==> src/rtl/tx_frame_scheduler.sv <==
// tx_frame_scheduler: round-robin owner of a shared 802.11a transmitter.
// Fires Start, waits out the PLCP header, streams the PSDU, then applies trailer and IFS gap.
module tx_frame_scheduler #(
    parameter int unsigned NUM_REQ        = 4,
    parameter int unsigned HEADER_CYCLES  = 139,
    parameter int unsigned PSDU_BITS      = 128,
    parameter int unsigned TRAILER_CYCLES = 2,
    parameter int unsigned GAP_CYCLES     = 16,
    localparam int unsigned IDW           = $clog2(NUM_REQ)
) (
    input  logic               i_clk,
    input  logic               i_rst_n,
    input  logic               i_enable,
    input  logic [NUM_REQ-1:0] i_req,
    input  logic [NUM_REQ-1:0] i_data,
    input  logic               i_abort,
    output logic [NUM_REQ-1:0] o_grant,
    output logic [IDW-1:0]     o_grant_id,
    output logic [NUM_REQ-1:0] o_data_ack,
    output logic               o_tx_start,
    output logic               o_tx_input,
    output logic               o_tx_reset,
    output logic               o_busy,
    output logic               o_frame_done
);

    localparam int unsigned MAX_A     = (HEADER_CYCLES > PSDU_BITS) ? HEADER_CYCLES : PSDU_BITS;
    localparam int unsigned MAX_B     = (TRAILER_CYCLES > GAP_CYCLES) ? TRAILER_CYCLES : GAP_CYCLES;
    localparam int unsigned CNT_MAX   = (MAX_A > MAX_B) ? MAX_A : MAX_B;
    localparam int unsigned CW        = $clog2(CNT_MAX + 1);
    // START already consumes one of the header edges, so HEADER itself lasts HEADER_CYCLES-1 cycles.
    localparam int unsigned HDR_LAST  = (HEADER_CYCLES > 1) ? HEADER_CYCLES - 2 : 0;
    localparam int unsigned PSDU_LAST = (PSDU_BITS > 0) ? PSDU_BITS - 1 : 0;
    localparam int unsigned TRL_LAST  = (TRAILER_CYCLES > 0) ? TRAILER_CYCLES - 1 : 0;
    localparam int unsigned GAP_LAST  = (GAP_CYCLES > 0) ? GAP_CYCLES - 1 : 0;
    localparam int unsigned LAST_ID   = NUM_REQ - 1;

    typedef enum logic [2:0] {
        S_IDLE,
        S_START,
        S_HEADER,
        S_PSDU,
        S_TRAIL,
        S_GAP
    } state_t;

    state_t             r_state;
    logic [CW-1:0]      r_cnt;
    logic [IDW-1:0]     r_rr_ptr;
    logic [IDW-1:0]     r_grant_id;
    logic [NUM_REQ-1:0] r_grant;
    logic               r_tx_start;
    logic               r_tx_reset;

    logic               w_any_req;
    logic [IDW-1:0]     w_sel_id;
    logic [IDW-1:0]     w_idx;
    logic [NUM_REQ-1:0] w_sel_onehot;
    logic [IDW-1:0]     w_next_ptr;
    logic               w_psdu_last;
    logic               w_trail_last;
    logic               w_gap_last;
    logic               w_finish;
    state_t             w_after_frame;

    always_comb begin
        w_any_req = 1'b0;
        w_sel_id  = '0;
        w_idx     = '0;
        for (int unsigned k = 0; k < NUM_REQ; k++) begin
            w_idx = IDW'((32'(r_rr_ptr) + k) % NUM_REQ);
            if (!w_any_req && i_req[w_idx]) begin
                w_any_req = 1'b1;
                w_sel_id  = w_idx;
            end
        end
    end

    assign w_sel_onehot  = NUM_REQ'(1) << w_sel_id;
    assign w_next_ptr    = (r_grant_id == IDW'(LAST_ID)) ? '0 : r_grant_id + 1'b1;
    assign w_psdu_last   = (r_state == S_PSDU)  && (r_cnt == CW'(PSDU_LAST));
    assign w_trail_last  = (r_state == S_TRAIL) && (r_cnt == CW'(TRL_LAST));
    assign w_gap_last    = (r_state == S_GAP)   && (r_cnt == CW'(GAP_LAST));
    assign w_finish      = (w_psdu_last && (TRAILER_CYCLES == 0)) || w_trail_last;
    assign w_after_frame = (GAP_CYCLES == 0) ? S_IDLE : S_GAP;

    always_ff @(posedge i_clk) begin
        if (!i_rst_n) begin
            r_state    <= S_IDLE;
            r_cnt      <= '0;
            r_rr_ptr   <= '0;
            r_grant    <= '0;
            r_grant_id <= '0;
            r_tx_start <= 1'b0;
            r_tx_reset <= 1'b1;
        end else begin
            r_tx_start <= 1'b0;
            r_tx_reset <= 1'b0;
            // Abort is checked first so it beats completion on the last PSDU/TRAIL cycle.
            if (i_abort && (r_state != S_IDLE)) begin
                r_tx_reset <= 1'b1;
                r_grant    <= '0;
                r_rr_ptr   <= w_next_ptr;
                r_cnt      <= '0;
                r_state    <= w_after_frame;
            end else if (w_finish) begin
                r_grant    <= '0;
                r_rr_ptr   <= w_next_ptr;
                r_cnt      <= '0;
                r_state    <= w_after_frame;
            end else begin
                case (r_state)
                    S_IDLE: begin
                        if (i_enable && w_any_req) begin
                            r_grant    <= w_sel_onehot;
                            r_grant_id <= w_sel_id;
                            r_tx_start <= 1'b1;
                            r_cnt      <= '0;
                            r_state    <= S_START;
                        end
                    end
                    S_START: begin
                        r_cnt   <= '0;
                        r_state <= (HEADER_CYCLES > 1) ? S_HEADER : S_PSDU;
                    end
                    S_HEADER: begin
                        if (r_cnt == CW'(HDR_LAST)) begin
                            r_cnt   <= '0;
                            r_state <= S_PSDU;
                        end else begin
                            r_cnt <= r_cnt + 1'b1;
                        end
                    end
                    S_PSDU: begin
                        if (w_psdu_last) begin
                            r_cnt   <= '0;
                            r_state <= S_TRAIL;
                        end else begin
                            r_cnt <= r_cnt + 1'b1;
                        end
                    end
                    S_TRAIL: begin
                        r_cnt <= r_cnt + 1'b1;
                    end
                    S_GAP: begin
                        if (w_gap_last) begin
                            r_cnt   <= '0;
                            r_state <= S_IDLE;
                        end else begin
                            r_cnt <= r_cnt + 1'b1;
                        end
                    end
                    default: begin
                        r_cnt   <= '0;
                        r_state <= S_IDLE;
                    end
                endcase
            end
        end
    end

    assign o_grant      = r_grant;
    assign o_grant_id   = r_grant_id;
    assign o_tx_start   = r_tx_start;
    assign o_tx_reset   = r_tx_reset;
    assign o_busy       = (r_state != S_IDLE);
    assign o_data_ack   = (r_state == S_PSDU) ? r_grant : '0;
    assign o_tx_input   = (r_state == S_PSDU) && i_data[r_grant_id];
    assign o_frame_done = w_finish && !i_abort;

endmodule

==> config.mk <==
export PLATFORM = sky130hd
export DESIGN_NAME = tx_frame_scheduler
export DESIGN_NICKNAME = d
export VERILOG_FILES = /design/src/rtl/tx_frame_scheduler.sv
export SDC_FILE = /design/constraint.sdc
export NUM_CORES = 1
export LEC_CHECK = 0
export BUFFER_PORTS_ARGS = -buffer_cell sky130_fd_sc_hd__buf_4
export CORE_MARGIN = 5
export CORE_UTILIZATION = 50
export DETAILED_ROUTE_END_ITERATION = 6
export GPL_TIMING_DRIVEN = 0
export PLACE_DENSITY = 0.75
export SYNTH_ARGS = -nofsm -noshare
export SYNTH_HDL_FRONTEND = slang
export SYNTH_SLANG_ARGS = --single-unit
==> constraint.sdc <==
create_clock -name i_clk -period 2.49 [get_ports i_clk]
set_input_delay 0.1245 -clock i_clk [delete_from_list [all_inputs] [get_ports i_clk]]
set_output_delay 0.1245 -clock i_clk [all_outputs]
set_load 0.02 [all_outputs]
## After elaboration in Yosys (flattened, before gate mapping)

Index checks and enable logic that the tools add are counted.

| cells by class | value |
|---|---|
| shift-type cells | 1 |
| $add $sub $neg | 5 |
| multiplexer cells | 36 |
| magnitude comparators | 5 |
| reduce and logical (&&, ||, !) cells | 23 |
| eq/ne operators | 19 |
| bitwise operators | 5 |

Operators with widths:

| cell | number |
|---|---|
| 8-bit case mux with 5 select lines | 1 |
| 8-bit two-way mux | 4 |
| 3-bit two-way mux | 6 |
| 3-bit case mux with 6 select lines | 1 |
| 2-bit by 3-bit < comparator with 1-bit output (second input constant) | 5 |
| 2-bit two-way mux | 7 |
| 1-bit two-way mux | 11 |
| 1-bit binary-select mux with 2-bit select | 5 |
| 1-bit logical AND | 10 |
| 5-bit AND reduction | 2 |
| 8-bit by 1-bit adder with 8-bit output (second input constant) | 1 |
| 8-bit by 1-bit equality test with 1-bit output (second input constant) | 1 |
| 8-bit by 4-bit equality test with 1-bit output (second input constant) | 1 |
| 8-bit by 7-bit equality test with 1-bit output (second input constant) | 1 |
| 8-bit equality test (second input constant) | 1 |
| 2-bit inequality test (second input constant) | 4 |
| 4-bit by 3-bit inequality test with 1-bit output (second input constant) | 2 |
| 4-bit inequality test (second input constant) | 2 |
| 3-bit by 2-bit equality test with 1-bit output (second input constant) | 2 |
| 3-bit equality test (second input constant) | 2 |
| 1-bit inverter | 5 |
| 2-bit by 1-bit adder with 2-bit output (second input constant) | 2 |
| 2-bit adder (second input constant) | 2 |
| 1-bit logical NOT | 4 |
| other kinds (12) | 12 |

| word-level totals | value |
|---|---|
| register bits | 21 |
| output and inout bits | 15 |
| word-level logic and storage cells | 102 |
| bits of input ports | 12 |

## Logic depth before layout (Yosys ltp)

Gate-level depths: netlist of run 1.

| logic depth | value |
|---|---|
| depth after elaboration | 17 |
| depth in mapped cells | 7 |

## Worst setup path before layout of run 1

OpenSTA, ideal clock, no wires.

| path | value |
|---|---|
| kind | reg-to-reg |
| from | reg r_cnt[6] |
| to | reg r_state[0] |
| arrival time | 1.783 ns |
| library setup time | 0.074 ns |
| path buffers | 0 |
| clock period less this slack | 1.857 ns |
| data required time | 2.416 ns |
| slack | 0.633 ns |
| cell stages (with the launch flop) | 6 |
| cells stage by stage | dfxtp_1 > or3_4 > o41ai_4 > nand3_2 > or4_1 > a31oi_1 |

| between the ends | value |
|---|---|
| word-level cells in the longest chain between the ends | 4 |

Ends and longest elaborated chain:

| what | line | text |
|---|---|---|
| start: declaration | 48 | `logic [CW-1:0] r_cnt;` |
| start signal: assignment | 131 | `r_cnt <= r_cnt + 1'b1;` |
| start signal: assignment | 139 | `r_cnt <= r_cnt + 1'b1;` |
| start signal: assignment | 143 | `r_cnt <= r_cnt + 1'b1;` |
| 8-bit by 1-bit equality test with 1-bit output, or another cell as far along | 82 | `assign w_trail_last = (r_state == S_TRAIL) && (r_cnt == CW'(TRL_LAST));` |
| 1-bit logical AND (on tied branches) | 82, 81, 83 |  |
| 4-bit inequality test (no line), or another cell as far along | - |  |
| 5-bit AND reduction (no line) / 3-bit two-way mux (equally long branches) | - |  |
| end signal: assignment | 105 | `r_state <= w_after_frame;` |
| end signal: assignment | 110 | `r_state <= w_after_frame;` |
| end signal: assignment | 124 | `r_state <= (HEADER_CYCLES > 1) ? S_HEADER : S_PSDU;` |
| end: declaration | 47 | `state_t r_state;` |

Several ways; a longest one is shown, not always the timed one.
A chain may end at the register's enable or synchronous reset.

## Final worst setup path of run 1

| path | value |
|---|---|
| from | reg r_state[2] |
| to | out o_frame_done |

| between the ends | value |
|---|---|
| word-level cells in the longest chain between the ends | 3 |

Ends and longest elaborated chain:

| what | line | text |
|---|---|---|
| 3-bit equality test | 82 |  |
| 1-bit logical AND | 82 |  |
| 1-bit logical AND | 169 | `assign o_frame_done = w_finish && !i_abort;` |
| end: declaration | 24 | `output logic o_frame_done` |

No other way between the ends.

==> metrics.csv, run 1 <==
metric,value,unit
fin_cells,201,
tightest_slew,0.691,ns
antenna_found_initial,0,
postCtsHoldBufs,0,
skew,0.00159,ns
portBuffers,26,
ys_types,47,
post_synth.cell_area_avg,8.36,um^2
dr.pass1.iters,4,
timing.final.crit_share,87.6,%
maxSlewHeadroom,53.6,%
power,1.15,mW
num_rows,17,
r2r-start,r_state[2]$_SDFFE_PN0P_,
ys_top_cells_by_count,"21 x dfxtp_1, 16 x nand2_1, 14 x nor2_1, 11 x a21oi_1, 9 x inv_1",
p_switching,490,uW
io_pins,27,
synth_nets,160,
wl_met2,1.42,mm
reg2reg_slack,0.41,ns
p_clk_share,14.6,%
clkSlewWorstSetupHoldPaths,0.12,ns
path_max_fanout,8,
min_path_type,in2reg,
ctsLongestPathBuffers,2,
finalHoldViolations,0,
dp_hpwl,2.24,mm
h-tree-depth,1,
met1_length,1.25,mm
intPower,661,uW
drive_gt1_share,21.4,%
die_area,0.00347,mm^2
drtAntennaViolNets,0,
gp_congestion,0.939,
vias,1133,
grt_pass1_vias,1017,
endpoint_kind,primary output,
cp.required,2.37,ns
dr.first_iter.drc_count,24,
switching_share,42.6,%
ys_seq_area_share,35.2,%
setup_viol,0,
place_ws,0.435,ns
cts_root_buffer,clkbuf_4,
cts_tree,built,
maxCapViolCount,0,
antennaDiodeCount,0,
crit_arrival,2.06,ns
synth_top_area_share,35.2,%
grt_setup_unrepaired,no,
start_util,53.0,%
cts.sinks,21,
pwr-share-seq,38.6,%
hold_end,o_tx_reset$_SDFF_PN1_,
power.density,792,mW/mm^2
die_h,58.9,um
areaGrowthSynthToFinish,21.6,%
grt.overflow.total,0,
wire_per_inst,14.2,um
syn_inst,143,
crit_type,reg2out,
fmax,459,MHz
postCtsSetupBuffers,0,
wl_met3,155,um
synth_flop_cell,dfxtp_1,
insertion_delay,0.31,ns
routed.top_layer,met4,
r2r_cells,5,
wirelength,2.85,mm
ctsResizeCount,0,
worst_setup_path_start_kind,flop,
yosysTopAreaCell,dfxtp_1,
placedCellCount,197,
drc,0,
peakVddDrop,455,uV
yosysWarnings,0,
ys_ff_latch,21,
grt_usage,16.4,%
hold_depth,2,
regToRegEndpoint,r_cnt[1]$_SDFFE_PP0P_,
synth_most_common_cell,dfxtp_1,
die_w,58.9,um
fin_tns_setup,0,ns
avgViaCountPerCell,5.64,
n_fill_cell,215,
status,"complete, no violations",
drv_slew,0,
power_frac_comb,46.7,%
netlist_top_cells_area,"dfxtp_1 35%, ha_1 5.2%, nand2_1 5.0%",
grt_max_degree,13,
setup_slack,0.310,ns
synth_edf_count,0,
hp-start,i_rst_n,
nets,191,
synth.cell_area,0.00119,mm^2
design.core.area,0.00225,mm^2
grt_pass1_wl,4.47,mm
synthArstFlopShare,0,%
leakagePower,0.581,nW
post-route-min-period,2.18,ns
cts_made_buffers,3,
[how the worst max path moves through the flow]
stage	from	slack (ns)	cells after the start	to
2_1_floorplan	r_cnt[6]$_SDFFE_PP0P_	0.63	5	r_state[0]$_SDFFE_PN0P_
3_3_place_gp	r_state[1]$_SDFFE_PP0P_	0.47	5	r_cnt[1]$_SDFFE_PP0P_
3_5_place_dp	r_state[1]$_SDFFE_PP0P_	0.44	5	r_cnt[1]$_SDFFE_PP0P_
4_1_cts	r_state[2]$_SDFFE_PN0P_	0.32	4	o_frame_done
5_1_grt	r_state[2]$_SDFFE_PN0P_	0.18	4	o_frame_done
6_report	r_state[2]$_SDFFE_PN0P_	0.31	4	o_frame_done
[cell usage in the layout (no fill, tap or decap), types with 2 or more instances in the layout]
cell       n
xor2_1     2
buf_4     26
ha_1       5
xnor2_1    3
a21oi_1   11
o21ai_0    3
dfxtp_1   21
nand3_1    5
nand4_1    2
and2_1     8
nand2b_1   2
mux2i_1    2
nor2_1    14
inv_1      9
or2_1      2
clkbuf_4   3
clkbuf_1   3
nand2_1   16
nor3_1     2
or3_1      2
nor4_1     3
[metal layers]
metal,GRT usage [%],vias to the layer above
met5,0,-
met4,4.85,0
met3,2.19,5
met2,28.5,30
met1,20.9,529
li1,-,569
[power groups by stage]
stage | sequential [mW] | clock (mW) | combinational, mW
2_1_floorplan | 0.464 | 0 | 0.360
3_3_place_gp | 0.448 | 0 | 0.524
3_5_place_dp | 0.451 | 0 | 0.534
4_1_cts | 0.444 | 0.174 | 0.538
5_1_grt | 0.455 | 0.188 | 0.595
6_report | 0.445 | 0.168 | 0.538
[registers in the layout (all words and copies together) (netlist names)]
| signal | count |
|---|---|
| o_grant | 4 |
| o_tx_reset | 1 |
| r_rr_ptr | 2 |
| o_grant_id | 2 |
| r_state | 3 |
| r_cnt | 8 |
| o_tx_start | 1 |
[cell families after synthesis]
family | synth area share (%)
multiplexers | 3.56
flip-flops | 35.2
AND/OR/NAND/NOR | 30.6
XOR/XNOR | 3.67
AO/OA/AOI/OAI | 17.7
adder cells (fa/ha/maj) | 5.24
buffers and inverters | 4.08
[stage by stage]
step                      hold WS (ns)  area (um^2)  util, %
after global routing            0.0972         1450     64.4
after detailed placement         0.407         1430     63.2
after global placement           0.399         1430     63.2
after floorplan                  0.254         1190        -
final                           0.0775         1450     64.4
after CTS                       0.0748         1450     64.4
[final cells by class]
class / count / area [um^2] / share of cell area, %
well taps: 28 / 35.0 / 2.41
inverters: 10 / 37.5 / 2.58
multi-input cells: 109 / 726 / 50.0
clock buffers: 3 / 22.5 / 1.55
clock inverters: 1 / 5.00 / 0.345
repair buffers: 26 / 195 / 13.4
flip-flops and latches: 21 / 420 / 28.9
plain buffers: 3 / 11.3 / 0.775
[critical path: stages (launching register included)]
cell and delay [ns]:
dfxtp_1 0.47, or4b_1 0.48, nor4_2 0.45, and2_1 0.20, buf_4 0.14
Note: power is estimated with default switching activity, not from simulation.
==> run 2, diff against run 1 <==
--- a/config.mk
+++ b/config.mk
@@ -5,12 +5,14 @@
 export SDC_FILE = /design/constraint.sdc
 export NUM_CORES = 1
 export LEC_CHECK = 0
+export ABC_AREA = 1
 export BUFFER_PORTS_ARGS = -buffer_cell sky130_fd_sc_hd__buf_4
+export CORE_ASPECT_RATIO = 1.4
 export CORE_MARGIN = 5
 export CORE_UTILIZATION = 50
 export DETAILED_ROUTE_END_ITERATION = 6
 export GPL_TIMING_DRIVEN = 0
-export PLACE_DENSITY = 0.75
+export PLACE_DENSITY = 0.73
 export SYNTH_ARGS = -nofsm -noshare
 export SYNTH_HDL_FRONTEND = slang
 export SYNTH_SLANG_ARGS = --single-unit
==> run 2 against run 1 <==
  * Sequential power up 6.7%
  * Via count up 35%
  * Count of clock-buffer cells in the layout stayed put
  * Flip-flop and latch count did not move
  * Register-to-register slack gained 0.20 ns
  * Cell area increased by 25%
  * Synthesized cell count increased by 68%
  * Wire length grew 21%
  * Global-route usage rose by 1.1 points
  * Non-clock buffer count down 1
  * Largest power group unchanged
  * Highest routed layer unchanged
==> metrics.csv, run 2 <==
metric,value,unit,change
die_h,75.4,um,was 58.9 um
netlist_top_cells_area,"dfxtp_1 28%, nand2_1 14%, inv_1 9.8%",,"was dfxtp_1 35%, ha_1 5.2%, nand2_1 5.0%"
crit_type,reg2reg,,was reg2out
grt.overflow.total,0,,unchanged
drtAntennaViolNets,0,,unchanged
maxSlewHeadroom,64.8,%,was 53.6%
wire_per_inst,11.3,um,was 14.2 um
maxCapViolCount,0,,unchanged
drc,0,,unchanged
h-tree-depth,1,,unchanged
cp.required,2.66,ns,was 2.37 ns
synth_most_common_cell,nand2_1,,was dfxtp_1
grt_max_degree,13,,unchanged
yosysWarnings,0,,unchanged
ctsResizeCount,0,,unchanged
wirelength,3.46,mm,was 2.85 mm
portBuffers,26,,unchanged
multi_input_area,911,um^2,was 726 um^2
worst_setup_path_start_kind,flop,,unchanged
synth_flop_cell,dfxtp_1,,unchanged
num_rows,23,,was 17
post-route-min-period,1.88,ns,was 2.18 ns
largest_register_ffs,8,,unchanged
ctsLongestPathBuffers,2,,unchanged
n_fill_cell,306,,was 215
ys_ff_latch,21,,unchanged
yosysTopAreaCell,dfxtp_1,,unchanged
largest_register,r_cnt,,unchanged
postCtsSetupBuffers,0,,unchanged
fin_tns_setup,0,ns,unchanged
power.density,1010,mW/mm^2,was 792 mW/mm^2
antenna_found_initial,0,,unchanged
synth.cell_area,0.00153,mm^2,was 0.00119 mm^2
worst_hold_slack,0.0958,ns,was 0.0775 ns
wl_met3,70,um,was 155 um
synth_edf_count,0,,unchanged
drv_slew,0,,unchanged
nets,288,,was 191
peakVddDrop,696,uV,was 455 uV
muxShareOfSynthArea,0,%,was 3.56%
postCtsHoldBufs,0,,unchanged
post_synth_fa_ha_maj_area_fraction,4.10,%,was 5.24%
grt_pass1_wl,5.84,mm,was 4.47 mm
cts_root_buffer,clkbuf_8,,was clkbuf_4
synthArstFlopShare,0,%,unchanged
gp_congestion,0.808,,was 0.939
wl_met2,1.94,mm,was 1.42 mm
dr.first_iter.drc_count,44,,was 24
cts_made_buffers,3,,unchanged
min_path_type,in2reg,,unchanged
grt_pass1_vias,1446,,"was 1,017"
dp_hpwl,2.81,mm,was 2.24 mm
seq_area,420,um^2,unchanged
die_w,56.7,um,was 58.9 um
synth_compound_area_share,12.7,%,was 17.7%
status,"complete, no violations",,unchanged
design.core.area,0.00291,mm^2,was 0.00225 mm^2
tightest_slew,0.528,ns,was 0.691 ns
drive_gt1_share,23.0,%,was 21.4%
areaGrowthSynthToFinish,18.9,%,was 21.6%
synthXorXnorAreaFrac,0.574,%,was 3.66%
vias,1529,,"was 1,133"
routed.top_layer,met4,,unchanged
cts_tree,built,,unchanged
clkSlewWorstSetupHoldPaths,0.08,ns,was 0.12 ns
ys_top_cells_by_count,"55 x nand2_1, 40 x inv_1, 31 x nor2_1, 21 x dfxtp_1, 19 x nand3_1",,"was 21 x dfxtp_1, 16 x nand2_1, 14 x nor2_1, 11 x a21oi_1, 9 x inv_1"
insertion_delay,0.26,ns,was 0.31 ns
leakagePower,0.881,nW,was 0.581 nW
path_max_fanout,7,,was 8
mostFrequentLayoutCells,"55 x nand2_1, 40 x inv_1, 31 x nor2_1",,"was 26 x buf_4, 21 x dfxtp_1, 16 x nand2_1"
skew,0.00783,ns,was 0.00159 ns
cts.sinks,21,,unchanged
grt_usage,17.5,%,was 16.4%
endpoint_kind,flop,,was primary output
synth_nets,257,,was 160
syn_inst,240,,was 143
ys_seq_area_share,27.5,%,was 35.2%
die_area,0.00427,mm^2,was 0.00347 mm^2
final_common_cell,nand2_1,,was buf_4
antennaDiodeCount,0,,unchanged
post_synth.cell_area_avg,6.36,um^2,was 8.36 um^2
timing.final.crit_share,75.6,%,was 87.6%
avgViaCountPerCell,4.98,,was 5.64
synth_top_area_share,27.5,%,was 35.2%
met1_length,1.37,mm,was 1.25 mm
synth-simple-area-share,42.3,%,was 30.6%
synth_top_family_by_area,simple AND/OR/NAND/NOR gates,,unchanged
dr.pass1.iters,4,,unchanged
fmax,531,MHz,was 459 MHz
setup_viol,0,,unchanged
io_pins,27,,unchanged
ys_types,27,,was 47
finalHoldViolations,0,,unchanged
start_util,52.5,%,was 53.0%
grt_setup_unrepaired,no,,unchanged
crit_arrival,2.05,ns,was 2.06 ns
place_ws,0.640,ns,was 0.435 ns
setup_slack,0.607,ns,was 0.310 ns
[run 2: final cells by class]
type,instances,share of cell area [%]
Buffer,2,1.24
Clock buffer,3,2.28
Clock inverter,1,0.276
Inverter,44,9.52
Multi-Input combinational cell,173,50.2
Sequential cell,21,23.2
Tap cell,37,2.55
Timing Repair Buffer,26,10.8
[run 2: cell families after synthesis]
group | after synthesis
AND/OR/NAND/NOR | 133
adder cells (fa/ha/maj) | 5
AO/OA/AOI/OAI | 34
flip-flops | 21
XOR/XNOR | 1
buffers and inverters | 46
[run 2: layer usage]
layer | up-vias | track usage, %
met4 | 0 | 9.23
met2 | 16 | 35.0
li1 | 811 | -
met1 | 695 | 17.5
met3 | 7 | 2.37
met5 | - | 0
[run 2: worst paths after layout]
kind	start	to	slack, ns	cells after the start
min reg2reg	o_grant[2]$_SDFFE_PP0P_	o_grant[2]$_SDFFE_PP0P_	0.49	2
min	i_rst_n	o_tx_reset$_SDFF_PN1_	0.1	2
max	r_cnt[0]$_SDFFE_PP0P_	r_cnt[3]$_SDFFE_PP0P_	0.61	12
max reg2reg	r_cnt[0]$_SDFFE_PP0P_	r_cnt[3]$_SDFFE_PP0P_	0.61	12
[run 2: power by group]
| part | leakage (nW) | internal [mW] | switching, mW |
|---|---|---|---|
| registers | 0.171 | 0.405 | 0.0697 |
| clock network | 0.0255 | 0.112 | 0.114 |
| logic | 0.685 | 0.397 | 0.725 |
[run 2: stage by stage]
stage / instance area [um^2] / util (%) / instances / total power, mW
finish: 1810 / 62.4 / 307 / 1.82
global route: 1810 / 62.4 / 307 / 1.99
CTS: 1810 / 62.4 / 307 / 1.84
detailed placement: 1770 / 60.8 / 303 / 1.61
global placement: 1770 / 60.8 / 303 / 1.60
floorplan: 1530 / - / 240 / 1.35
[run 2: worst max-delay path: stages, from the launching register on]
cell     delay (ns)
dfxtp_1        0.43
ha_1           0.23
nand3_2        0.11
nor2_2         0.15
nand2_1        0.08
nor2_2         0.13
a21oi_2        0.09
nor2_4         0.21
nor2_1         0.14
nand2_1        0.08
nand2_1        0.04
inv_1          0.05
nor2_1         0.04
==> run 3, diff against run 2 <==
--- a/config.mk
+++ b/config.mk
@@ -12,7 +12,7 @@
 export CORE_UTILIZATION = 50
 export DETAILED_ROUTE_END_ITERATION = 6
 export GPL_TIMING_DRIVEN = 0
-export PLACE_DENSITY = 0.73
+export PLACE_DENSITY = 0.75
 export SYNTH_ARGS = -nofsm -noshare
 export SYNTH_HDL_FRONTEND = slang
 export SYNTH_SLANG_ARGS = --single-unit
==> constraint.sdc (replaced) <==
create_clock -name i_clk -period 1.7 [get_ports i_clk]
set_input_delay 0.085 -clock i_clk [delete_from_list [all_inputs] [get_ports i_clk]]
set_output_delay 0.085 -clock i_clk [all_outputs]
set_load 0.02 [all_outputs]
==> run 3 against run 2 <==
  * Sequential share of layout area down 1.9 points
  * Maximum frequency rose by 12%
  * Critical endpoint is now r_state[0]$_SDFFE_PN0P_
  * Wire length rose by 11%
==> metrics.csv, run 3 (synthesis gave the netlist of run 2 again) <==
metric,value,unit,change
maxCapViolCount,0,,unchanged
largest_register_ffs,8,,unchanged
r2r-start,r_rr_ptr[0]$_SDFFE_PN0P_,,was r_cnt[0]$_SDFFE_PP0P_
critPathTopFamily,simple AND/OR/NAND/NOR gates,,unchanged
areaGrowthSynthToFinish,32.5,%,was 18.9%
leakagePower,0.947,nW,was 0.881 nW
setup_slack,0.0111,ns,was 0.607 ns
power.density,1520,mW/mm^2,was 1010 mW/mm^2
max_stage_delay,0.34,ns,was 0.43 ns
cp_cell_sequence,buf_6 > inv_8 > nand2_1 > nand2_2 > nand2_2 > nand2_4 > nor2_8 > nand3_4 > nand2_4 > nand2_4 > buf_6 > nand3_2 > nand2_1 > nor2_1 > nor2_1,,was ha_1 > nand3_2 > nor2_2 > nand2_1 > nor2_2 > a21oi_2 > nor2_4 > nor2_1 > nand2_1 > nand2_1 > inv_1 > nor2_1
maxSlewHeadroom,74.4,%,was 64.8%
grt_usage,18.1,%,was 17.5%
worst_setup_path_start_kind,flop,,unchanged
grt.overflow.total,0,,unchanged
dr.pass1.iters,4,,unchanged
cts_made_buffers,3,,unchanged
seq_area,430,um^2,was 420 um^2
cts_tree,built,,unchanged
dp_hpwl,2.81,mm,about the same
crit_top_cell,nand2_4,,was nand2_1
cp.required,1.85,ns,was 2.66 ns
tightest_slew,0.384,ns,was 0.528 ns
peakVddDrop,996,uV,was 696 uV
setup_viol,0,,unchanged
finalHoldViolations,0,,unchanged
vias,1610,,"was 1,529"
drtAntennaViolNets,0,,unchanged
avgViaCountPerCell,5.08,,was 4.98
fmax,592,MHz,was 531 MHz
grt_setup_unrepaired,yes,,was no
multi_input_area,0.00103,mm^2,was 911 um^2
num_rows,23,,unchanged
clkSlewWorstSetupHoldPaths,0.07,ns,was 0.08 ns
cts.sinks,21,,unchanged
status,"complete, no violations",,unchanged
grt_pass1_vias,1479,,"was 1,446"
fin_tns_setup,0,ns,unchanged
path_buf_inv,3,,was 1
mostFrequentLayoutCells,"50 x nand2_1, 37 x inv_1, 33 x buf_4",,"was 55 x nand2_1, 40 x inv_1, 31 x nor2_1"
h-tree-depth,1,,unchanged
wirelength,3.86,mm,was 3.46 mm
timing.final.crit_share,99.3,%,was 75.6%
die_h,75.4,um,unchanged
die_w,56.7,um,unchanged
post-route-min-period,1.69,ns,was 1.88 ns
n_fill_cell,280,,was 306
largest_register,r_cnt,,unchanged
cpMaxStageDelayCell,dfxtp_2,,was dfxtp_1
antenna_found_initial,0,,unchanged
insertion_delay,0.25,ns,was 0.26 ns
start_util,52.5,%,unchanged
grt_pass1_wl,6.29,mm,was 5.84 mm
antennaDiodeCount,0,,unchanged
worst_hold_slack,0.103,ns,was 0.0958 ns
cp-endpoint,r_state[0]$_SDFFE_PN0P_,,was r_cnt[3]$_SDFFE_PP0P_
grt_max_degree,12,,was 13
nets,298,,was 288
io_pins,27,,unchanged
path_depth,15,,was 12
drive_gt1_share,34.3,%,was 23.0%
place_ws,-0.164,ns,was 0.640 ns
min_path_type,in2reg,,unchanged
r2r_cells,15,,was 12
crit_start,r_rr_ptr[0]$_SDFFE_PN0P_,,was r_cnt[0]$_SDFFE_PP0P_
gp_congestion,0.788,,was 0.808
drc,0,,unchanged
final_common_cell,nand2_1,,unchanged
cts_root_buffer,clkbuf_8,,unchanged
regToRegEndpoint,r_state[0]$_SDFFE_PN0P_,,was r_cnt[3]$_SDFFE_PP0P_
wire_per_inst,12.2,um,was 11.3 um
path_max_fanout,8,,was 7
crit_arrival,1.84,ns,was 2.05 ns
skew,0.00444,ns,was 0.00783 ns
fin_cells,317,,was 307
dr.first_iter.drc_count,44,,unchanged
reg2reg_slack,0.01,ns,was 0.61 ns
crit_type,reg2reg,,unchanged
placedCellCount,303,,unchanged
endpoint_kind,flop,,unchanged
portBuffers,26,,unchanged
design.core.area,0.00291,mm^2,unchanged
die_area,0.00427,mm^2,unchanged
ctsLongestPathBuffers,2,,unchanged
drv_slew,0,,unchanged
==> run 3: routing by layer <==
metal / up-vias / global-route usage (%) / wire, um
li1: 833 / - / -
met1: 752 / 19.0 / 1460
met2: 21 / 37.0 / 2270
met3: 4 / 2.20 / 82
met4: 0 / 5.54 / 46
met5: - / 0 / 0
==> run 3: final cells by class <==
type | instances | share of cell area [%]
Buffer | 2 | 1.11
Clock buffer | 4 | 2.23
Inverter | 44 | 8.66
Multi-Input combinational cell | 173 | 51.1
Sequential cell | 21 | 21.3
Tap cell | 37 | 2.29
Timing Repair Buffer | 36 | 13.3
==> run 3: timing repair <==
action	4_1_cts	5_1_grt
gates cloned	0	2
endpoints found under the setup margin	14	20
pin swaps	4	13
resized for setup	10	33
hold buffers	0	0
buffers inserted	3	5
==> run 3: worst min path at each step <==
stage                     startpoint                    end  depth (start not counted)
after CTS                    i_rst_n  o_tx_reset$_SDFF_PN1_                          2
after global routing         i_rst_n  o_tx_reset$_SDFF_PN1_                          2
after floorplan              i_rst_n  o_tx_reset$_SDFF_PN1_                          1
after detailed placement     i_rst_n  o_tx_reset$_SDFF_PN1_                          2
final                        i_rst_n  o_tx_reset$_SDFF_PN1_                          2
after global placement       i_rst_n  o_tx_reset$_SDFF_PN1_                          2
==> run 3: worst reg2reg max path: stages (launching register included) <==
cell     delay (ns)
dfxtp_2        0.34
buf_6          0.13
inv_8          0.05
nand2_1        0.08
nand2_2        0.07
nand2_2        0.09
nand2_4        0.07
nor2_8         0.13
nand3_4        0.10
nand2_4        0.09
nand2_4        0.06
buf_6          0.14
nand3_2        0.06
nand2_1        0.05
nor2_1         0.10
nor2_1         0.04
==> run 3: power by group <==
group	switching [mW]	internal [mW]	leakage [nW]	total, mW
sequential	0.110	0.602	0.174	0.712
combinational	1.26	0.776	0.750	2.03
clock	0.158	0.167	0.0228	0.325
total	1.53	1.54	0.947	3.07
==> run 3: metrics by stage <==
stage               cell area [um^2]  utilization (%)  total power [mW]
detailed placement              1770             60.8              2.36
global route                    2020             69.6              3.37
floorplan                       1530                -              1.98
CTS                             1870             64.3              2.75
global placement                1770             60.8              2.34
finish                          2020             69.6              3.07
